===== src/rtl/ptmch_pkg.sv =====
// Shared types and default widths for the programmable trigger sequencer.
// The is_busy helper groups the four burst-phase states.
package ptmch_pkg;

    typedef enum logic [2:0] {
        ST_IDLE,
        ST_ARMED,
        ST_DELAY,
        ST_PULSE,
        ST_GAP,
        ST_HOLDOFF
    } trg_seq_state_t;

    localparam int TRG_CNT_W  = 16;
    localparam int TRG_REP_W  = 8;
    localparam int TRG_STAT_W = 16;

    function automatic logic is_busy(input trg_seq_state_t s);
        return (s inside {ST_DELAY, ST_PULSE, ST_GAP, ST_HOLDOFF});
    endfunction

endpackage


===== src/rtl/ptmch_trg_seq_if.sv =====
// Host-facing control, configuration and status bundle of the trigger sequencer.
// The master side is the host or bench; the slave side is the sequencer.
interface ptmch_trg_seq_if #(
    parameter int CNT_W  = 16,
    parameter int REP_W  = 8,
    parameter int STAT_W = 16
);
    logic              ARM;
    logic              ABORT;
    logic              TRG_IN;
    logic [CNT_W-1:0]  CFG_DELAY;
    logic [CNT_W-1:0]  CFG_WIDTH;
    logic [CNT_W-1:0]  CFG_GAP;
    logic [REP_W-1:0]  CFG_REPEAT;
    logic [CNT_W-1:0]  CFG_HOLDOFF;
    logic              CFG_ONESHOT;
    logic              TRG_OUT;
    logic              ARMED_O;
    logic              BUSY;
    logic              DONE;
    logic [STAT_W-1:0] EVT_CNT;
    logic [STAT_W-1:0] MISS_CNT;

    modport master (
        output ARM, ABORT, TRG_IN,
        output CFG_DELAY, CFG_WIDTH, CFG_GAP, CFG_REPEAT, CFG_HOLDOFF, CFG_ONESHOT,
        input  TRG_OUT, ARMED_O, BUSY, DONE, EVT_CNT, MISS_CNT
    );

    modport slave (
        input  ARM, ABORT, TRG_IN,
        input  CFG_DELAY, CFG_WIDTH, CFG_GAP, CFG_REPEAT, CFG_HOLDOFF, CFG_ONESHOT,
        output TRG_OUT, ARMED_O, BUSY, DONE, EVT_CNT, MISS_CNT
    );

endinterface


===== src/rtl/ptmch_sat_cnt.sv =====
// Saturating up-counter with synchronous clear; sticks at all-ones and never wraps.
module ptmch_sat_cnt #(
    parameter int W = 16
) (
    input  logic         i_clk,
    input  logic         i_rst_n,
    input  logic         i_inc,
    input  logic         i_clr,
    output logic [W-1:0] o_cnt
);

    logic [W-1:0] r_cnt;

    always_ff @(posedge i_clk or negedge i_rst_n) begin
        if (!i_rst_n) begin
            r_cnt <= '0;
        end else if (i_clr) begin
            r_cnt <= '0;
        end else if (i_inc && (r_cnt != '1)) begin
            r_cnt <= r_cnt + W'(1);
        end
    end

    assign o_cnt = r_cnt;

endmodule


===== src/rtl/ptmch_trg_seq.sv =====
// Trigger sequencer: arms, qualifies the rising edge of TRG_IN, emits a delayed
// burst of TRG_OUT pulses, applies holdoff, and counts accepted/missed triggers.
module ptmch_trg_seq
    import ptmch_pkg::*;
#(
    parameter int CNT_W  = TRG_CNT_W,
    parameter int REP_W  = TRG_REP_W,
    parameter int STAT_W = TRG_STAT_W
) (
    input  logic           CLK160M,
    input  logic           RESET_N,
    ptmch_trg_seq_if.slave bus
);

    trg_seq_state_t   r_state, w_nxt, w_exit;
    logic [CNT_W-1:0] r_cnt, w_cnt_nxt;
    logic [REP_W-1:0] r_rep, w_rep_nxt;
    logic [CNT_W-1:0] r_width_m1, r_gap_m1, r_hold;
    logic             r_oneshot;
    logic             r_trg_q;
    logic             r_trg_out, r_armed, r_busy, r_done;
    logic             w_rise, w_accept, w_miss, w_done_nxt;

    // Fields of zero behave as one; the stored value is the reload (length - 1).
    function automatic logic [CNT_W-1:0] len_m1(input logic [CNT_W-1:0] v);
        return (v == '0) ? '0 : v - CNT_W'(1);
    endfunction

    always_comb begin
        w_rise     = bus.TRG_IN & ~r_trg_q;
        w_accept   = (r_state == ST_ARMED) && w_rise && !bus.ABORT;
        w_miss     = w_rise && is_busy(r_state);
        w_exit     = r_oneshot ? ST_IDLE : ST_ARMED;
        w_nxt      = r_state;
        w_cnt_nxt  = r_cnt;
        w_rep_nxt  = r_rep;
        if (bus.ABORT) begin
            w_nxt = ST_IDLE;
        end else begin
            case (r_state)
                ST_IDLE: begin
                    if (bus.ARM) w_nxt = ST_ARMED;
                end
                ST_ARMED: begin
                    if (w_rise) begin
                        w_rep_nxt = (bus.CFG_REPEAT == '0) ? REP_W'(1) : bus.CFG_REPEAT;
                        if (bus.CFG_DELAY == '0) begin
                            w_nxt     = ST_PULSE;
                            w_cnt_nxt = len_m1(bus.CFG_WIDTH);
                        end else begin
                            w_nxt     = ST_DELAY;
                            w_cnt_nxt = bus.CFG_DELAY - CNT_W'(1);
                        end
                    end
                end
                ST_DELAY: begin
                    if (r_cnt == '0) begin
                        w_nxt     = ST_PULSE;
                        w_cnt_nxt = r_width_m1;
                    end else begin
                        w_cnt_nxt = r_cnt - CNT_W'(1);
                    end
                end
                ST_PULSE: begin
                    if (r_cnt != '0) begin
                        w_cnt_nxt = r_cnt - CNT_W'(1);
                    end else if (r_rep > REP_W'(1)) begin
                        w_nxt     = ST_GAP;
                        w_cnt_nxt = r_gap_m1;
                        w_rep_nxt = r_rep - REP_W'(1);
                    end else begin
                        w_rep_nxt = '0;
                        if (r_hold == '0) begin
                            w_nxt = w_exit;
                        end else begin
                            w_nxt     = ST_HOLDOFF;
                            w_cnt_nxt = r_hold - CNT_W'(1);
                        end
                    end
                end
                ST_GAP: begin
                    if (r_cnt == '0) begin
                        w_nxt     = ST_PULSE;
                        w_cnt_nxt = r_width_m1;
                    end else begin
                        w_cnt_nxt = r_cnt - CNT_W'(1);
                    end
                end
                ST_HOLDOFF: begin
                    if (r_cnt == '0) begin
                        w_nxt = w_exit;
                    end else begin
                        w_cnt_nxt = r_cnt - CNT_W'(1);
                    end
                end
                default: w_nxt = ST_IDLE;
            endcase
        end
        // DONE marks the final high cycle of the last pulse in the burst.
        w_done_nxt = (w_nxt == ST_PULSE) && (w_cnt_nxt == '0) && (w_rep_nxt == REP_W'(1));
    end

    always_ff @(posedge CLK160M or negedge RESET_N) begin
        if (!RESET_N) begin
            r_state <= ST_IDLE;
        end else begin
            r_state <= w_nxt;
        end
    end

    always_ff @(posedge CLK160M or negedge RESET_N) begin
        if (!RESET_N) begin
            r_cnt      <= '0;
            r_rep      <= '0;
            r_trg_q    <= 1'b0;
            r_trg_out  <= 1'b0;
            r_armed    <= 1'b0;
            r_busy     <= 1'b0;
            r_done     <= 1'b0;
            r_width_m1 <= '0;
            r_gap_m1   <= '0;
            r_hold     <= '0;
            r_oneshot  <= 1'b1;
        end else begin
            r_cnt     <= w_cnt_nxt;
            r_rep     <= w_rep_nxt;
            r_trg_q   <= bus.TRG_IN;
            r_trg_out <= (w_nxt == ST_PULSE);
            r_armed   <= (w_nxt == ST_ARMED);
            r_busy    <= is_busy(w_nxt);
            r_done    <= w_done_nxt;
            // Shadow copy keeps host writes from disturbing a burst in flight.
            if (w_accept) begin
                r_width_m1 <= len_m1(bus.CFG_WIDTH);
                r_gap_m1   <= len_m1(bus.CFG_GAP);
                r_hold     <= bus.CFG_HOLDOFF;
                r_oneshot  <= bus.CFG_ONESHOT;
            end
        end
    end

    ptmch_sat_cnt #(.W(STAT_W)) u_evt_cnt (
        .i_clk   (CLK160M),
        .i_rst_n (RESET_N),
        .i_inc   (w_accept),
        .i_clr   (1'b0),
        .o_cnt   (bus.EVT_CNT)
    );

    ptmch_sat_cnt #(.W(STAT_W)) u_miss_cnt (
        .i_clk   (CLK160M),
        .i_rst_n (RESET_N),
        .i_inc   (w_miss),
        .i_clr   (1'b0),
        .o_cnt   (bus.MISS_CNT)
    );

    assign bus.TRG_OUT = r_trg_out;
    assign bus.ARMED_O = r_armed;
    assign bus.BUSY    = r_busy;
    assign bus.DONE    = r_done;

endmodule


===== src/flat_wrapper.sv =====
// flat-port wrapper written by rule: the top's interface ports become plain ports
module ptmch_trg_seq_flat import ptmch_pkg::*;
#(
    parameter int CNT_W  = TRG_CNT_W,
    parameter int REP_W  = TRG_REP_W,
    parameter int STAT_W = TRG_STAT_W
)
  (CLK160M, RESET_N, bus_ARM, bus_ABORT, bus_TRG_IN, bus_CFG_DELAY, bus_CFG_WIDTH, bus_CFG_GAP, bus_CFG_REPEAT, bus_CFG_HOLDOFF, bus_CFG_ONESHOT, bus_TRG_OUT, bus_ARMED_O, bus_BUSY, bus_DONE, bus_EVT_CNT, bus_MISS_CNT);
  ptmch_trg_seq_if #(.CNT_W(CNT_W), .REP_W(REP_W), .STAT_W(STAT_W)) bus_i ();
  input  logic CLK160M;
  input  logic RESET_N;
  input wire logic [$bits(bus_i.ARM)-1:0] bus_ARM;
  input wire logic [$bits(bus_i.ABORT)-1:0] bus_ABORT;
  input wire logic [$bits(bus_i.TRG_IN)-1:0] bus_TRG_IN;
  input wire logic [$bits(bus_i.CFG_DELAY)-1:0] bus_CFG_DELAY;
  input wire logic [$bits(bus_i.CFG_WIDTH)-1:0] bus_CFG_WIDTH;
  input wire logic [$bits(bus_i.CFG_GAP)-1:0] bus_CFG_GAP;
  input wire logic [$bits(bus_i.CFG_REPEAT)-1:0] bus_CFG_REPEAT;
  input wire logic [$bits(bus_i.CFG_HOLDOFF)-1:0] bus_CFG_HOLDOFF;
  input wire logic [$bits(bus_i.CFG_ONESHOT)-1:0] bus_CFG_ONESHOT;
  output wire logic [$bits(bus_i.TRG_OUT)-1:0] bus_TRG_OUT;
  output wire logic [$bits(bus_i.ARMED_O)-1:0] bus_ARMED_O;
  output wire logic [$bits(bus_i.BUSY)-1:0] bus_BUSY;
  output wire logic [$bits(bus_i.DONE)-1:0] bus_DONE;
  output wire logic [$bits(bus_i.EVT_CNT)-1:0] bus_EVT_CNT;
  output wire logic [$bits(bus_i.MISS_CNT)-1:0] bus_MISS_CNT;
  assign bus_i.ARM = bus_ARM;
  assign bus_i.ABORT = bus_ABORT;
  assign bus_i.TRG_IN = bus_TRG_IN;
  assign bus_i.CFG_DELAY = bus_CFG_DELAY;
  assign bus_i.CFG_WIDTH = bus_CFG_WIDTH;
  assign bus_i.CFG_GAP = bus_CFG_GAP;
  assign bus_i.CFG_REPEAT = bus_CFG_REPEAT;
  assign bus_i.CFG_HOLDOFF = bus_CFG_HOLDOFF;
  assign bus_i.CFG_ONESHOT = bus_CFG_ONESHOT;
  assign bus_TRG_OUT = bus_i.TRG_OUT;
  assign bus_ARMED_O = bus_i.ARMED_O;
  assign bus_BUSY = bus_i.BUSY;
  assign bus_DONE = bus_i.DONE;
  assign bus_EVT_CNT = bus_i.EVT_CNT;
  assign bus_MISS_CNT = bus_i.MISS_CNT;
  ptmch_trg_seq #(.CNT_W(CNT_W), .REP_W(REP_W), .STAT_W(STAT_W)) u_core (.CLK160M(CLK160M), .RESET_N(RESET_N), .bus(bus_i));
endmodule

===== config.mk =====
export PLATFORM = sky130hd
export DESIGN_NAME = ptmch_trg_seq_flat
export DESIGN_NICKNAME = d
export VERILOG_FILES = /design/src/rtl/ptmch_pkg.sv /design/src/rtl/ptmch_trg_seq_if.sv /design/src/rtl/ptmch_sat_cnt.sv /design/src/rtl/ptmch_trg_seq.sv /design/src/flat_wrapper.sv
export SDC_FILE = /design/constraint.sdc
export NUM_CORES = 1
export LEC_CHECK = 0
export BUFFER_PORTS_ARGS = -buffer_cell sky130_fd_sc_hd__buf_2
export CORE_MARGIN = 2
export CORE_UTILIZATION = 56
export DETAILED_ROUTE_END_ITERATION = 10
export PLACE_DENSITY = 0.78
export SYNTH_ARGS = -nofsm -noshare
export SYNTH_HDL_FRONTEND = slang
export SYNTH_HIERARCHICAL = 1
export SYNTH_SLANG_ARGS = --single-unit

===== constraint.sdc =====
create_clock -name CLK160M -period 4.3 [get_ports CLK160M]
set_clock_uncertainty 0.1 [all_clocks]
set_input_delay 0.215 -clock CLK160M [delete_from_list [all_inputs] [get_ports CLK160M]]
set_output_delay 0.215 -clock CLK160M [all_outputs]
set_load 0.01 [all_outputs]

==> flow_summary.ini <==
[outcome]
status = finished, violations left
violations = negative hold slack

[global_routing]
grt_usage_pct = 34.4
grt.overflow.total = 0
first_global_vias = 7653
grt_max_degree = 44
grt_antenna_before_repair = 0
grt_first_pass_wirelength_um = 39900

[floorplanning]
coreArea_um2 = 13900
num_rows = 43
dieArea_um2 = 15200
io_pins = 114
die_height_um = 123
die_w_um = 123
initial_core_util_pct = 57.2

[synth]
synth_top_area_cell = dfrtp_1
async_reset_ff_share_pct = 100
synth-main-ff-cell = dfrtp_1
synthTopCellsByCount = nand2_1, dfrtp_1, nor2_1
yosysMostFrequentCell = nand2_1
syn_inst = 963
synth_cell_type_count = 80
ys_warn_count = 6
synth_top_area_share_pct = 35.3
synth-seq-area-share_pct = 35.6
synthTopCellsByArea = dfrtp_1, nand2_1, a21oi_1
syn_avg_cell_area_um2 = 8.25
synth_edf_count = 0
ys_ff_latch = 113
syn-cell-area_um2 = 7940

[cells_and_area]
area_growth_pct = 19.5
antenna_cells = 0
seq_area_um2 = 2830
nets = 1183
drive_gt1_share_pct = 18.9
fillers = 1188
multiInputGateArea_um2 = 4810
final_area_um2 = 9490

[setup_path]
crit_type = reg2reg
crit_slowest_cell = nor2_1
end_kind = register
crit_arrival_ps = 3990
critPathMaxStageDelay_ps = 630
r2r-start = u_core/r_state[0]
crit_fanout = 20
required_ps = 4560
crit_start = u_core/r_state[0]
rrSetupSlack_ps = 570
start_kind = register
crit_chain = inv_1 > or3_1 > nor2_1 > o21ai_0 > o21ai_1 > a22o_1 > or4b_1 > nor4_2 > and4_1

[timing]
worst_pin_slew_ps = 915
final_hold_viol_count = 1
slew_violations = 0
slew_headroom_pct = 38.6
max_freq_ghz = 0.268
holdWs_ps = -0.711
final.setup.tns_ps = 0
setup_viol = 0
grt_setup_unrepaired = false
layout_min_cycle_time_ps = 3730
post-route-period-util_pct = 86.8

[power_and_ir_drop]
sequentialPowerShare_pct = 39.7
leakagePower_nw = 4.10
power_w = 0.00395
switching_power_w = 0.00139
pwr-share-clk_pct = 36.0
switching_share_pct = 35.1
p_int_w = 0.00256
p_comb_share_pct = 24.4
p_per_area_nw_per_um2 = 416
peakVddDrop_mv = 0.299

[clock_network]
root_buffer = clkbuf_16
post_cts_resized = 0
cts_buffer_depth = 2
cts_buffers = 17
cts_max_level = 4
worstSkewPairLatency_ps = 430
cts_tree = done
path_clk_slew_ps = 50
post_cts_buffers = 0
numClockSinks = 113

[detailed_routing]
vias = 8191
antenna_left = 0
drt-pass1-iter-count = 6
finalWirelength_um = 24900
wl_per_cell_um = 19.3
vias_per_cell = 6.37
drc_errors = 0
drtIter0Drc = 973

[flow_run]
max_cap_violations = 0

[min_path]
hold_path_class = in2reg
holdCritStartpoint = bus_CFG_DELAY[14]

[place]
dpl_cell_area_um2 = 8690
dp_hpwl_um = 18000
port_buffers = 113
gp_congestion = 1.03
[critical path: cells and delay by family (launching register included)]
family | cells | cell delay, ps
flops | 1 | 590
simple gates | 5 | 2070
buf+inv | 1 | 400
compound gates | 3 | 520
[registers in the layout, summed over array words and instances, names as in the netlist]
| name | cells |
|---|---|
| u_core/r_hold | 16 |
| u_core/bus.DONE | 1 |
| u_core/r_oneshot | 1 |
| u_core/bus.ARMED_O | 1 |
| u_core/r_rep | 8 |
| u_core/r_state | 3 |
| u_core/r_trg_q | 1 |
| u_core/bus.TRG_OUT | 1 |
| u_core/r_cnt | 16 |
| u_core/u_miss_cnt/o_cnt | 16 |
| u_core/u_evt_cnt/o_cnt | 16 |
| u_core/r_gap_m1 | 16 |
| u_core/r_width_m1 | 16 |
| u_core/bus.BUSY | 1 |
[path summary, 6_finish.rpt]
| path | cells past startpoint | end |
|---|---|---|
| max | 9 | u_core/bus.DONE |
| min in group asynchronous | 2 | u_core/u_miss_cnt/o_cnt[13] |
| max in group asynchronous | 3 | u_core/r_rep[4] |
| min reg2reg | 2 | u_core/r_oneshot |
| min | 3 | u_core/r_cnt[14] |
| max reg2reg | 9 | u_core/bus.DONE |
[placed cells by master (no fill, tap or decap), types with 6 or more instances in the layout]
cell type,count
a21oi_1,58
nor4_1,21
nor2b_1,11
nor4_4,6
a31oi_1,7
o211ai_1,8
nand3_1,34
xnor2_1,23
nand3b_1,8
nand2_1,149
clkbuf_16,17
a211oi_1,13
or3_1,20
o21ai_1,24
o31ai_1,25
nand2b_1,8
buf_2,112
inv_1,26
mux2_1,8
dlygate4sd3_1,22
dfrtp_1,112
xor2_1,23
buf_4,22
or4_1,21
nand4_1,25
ha_1,11
o21ai_0,50
nor3_1,40
nor2_1,73
and3_1,8
[logic make-up after synthesis]
| family | synth area share (%) |
|---|---|
| flip-flops | 35.6 |
| multiplexers | 1.78 |
| other | 0.0472 |
| AND/OR/NAND/NOR | 33.1 |
| AO/OA/AOI/OAI | 18.6 |
| buffers and inverters | 4.05 |
| XOR/XNOR | 5.07 |
| adder cells (fa/ha/maj) | 1.73 |
[what timing repair did]
action	CTS	global route
hold endpoints to repair	62	0
hold buffers	22	0
endpoints found under the setup margin	0	0
[through the flow]
stage / setup WS, ps / util (%) / std cells / hold slack [ps]
after global routing: 397 / 68.4 / 1286 / 18.8
after global placement: 752 / 62.6 / 1233 / 138
final: 567 / 68.4 / 1286 / -0.711
after floorplan: 864 / - / 966 / -181
after detailed placement: 692 / 62.6 / 1233 / 136
after CTS: 664 / 68.4 / 1286 / 0.753
[metal layers]
layer | vias to the layer above | share of wire (%) | GRT usage [%]
met2 | 388 | 45 | 53.3
met1 | 3925 | 44 | 48.1
met4 | 0 | 3.3 | 15.8
met5 | - | 0 | 0
met3 | 62 | 7.7 | 4.29
li1 | 3816 | - | -
[power by group through the flow]
stage / Sequential [W] / Combinational (W) / Clock (W)
2_1_floorplan: 0.00145 / 0.000684 / 0
5_1_grt: 0.00158 / 0.00107 / 0.00148
6_report: 0.00157 / 0.000963 / 0.00142
4_1_cts: 0.00155 / 0.000945 / 0.00142
3_5_place_dp: 0.00157 / 0.000921 / 0
3_3_place_gp: 0.00156 / 0.000915 / 0
[final cells by class]
type / count / share of cell area (%)
tap: 180 / 2.37
timing repair buffer: 156 / 9.96
inverter: 26 / 1.03
multi-input combinational: 780 / 50.7
sequential: 113 / 29.8
clock inverter: 11 / 1.46
clock buffer: 20 / 4.70
Power figures use the tool's default switching activity.
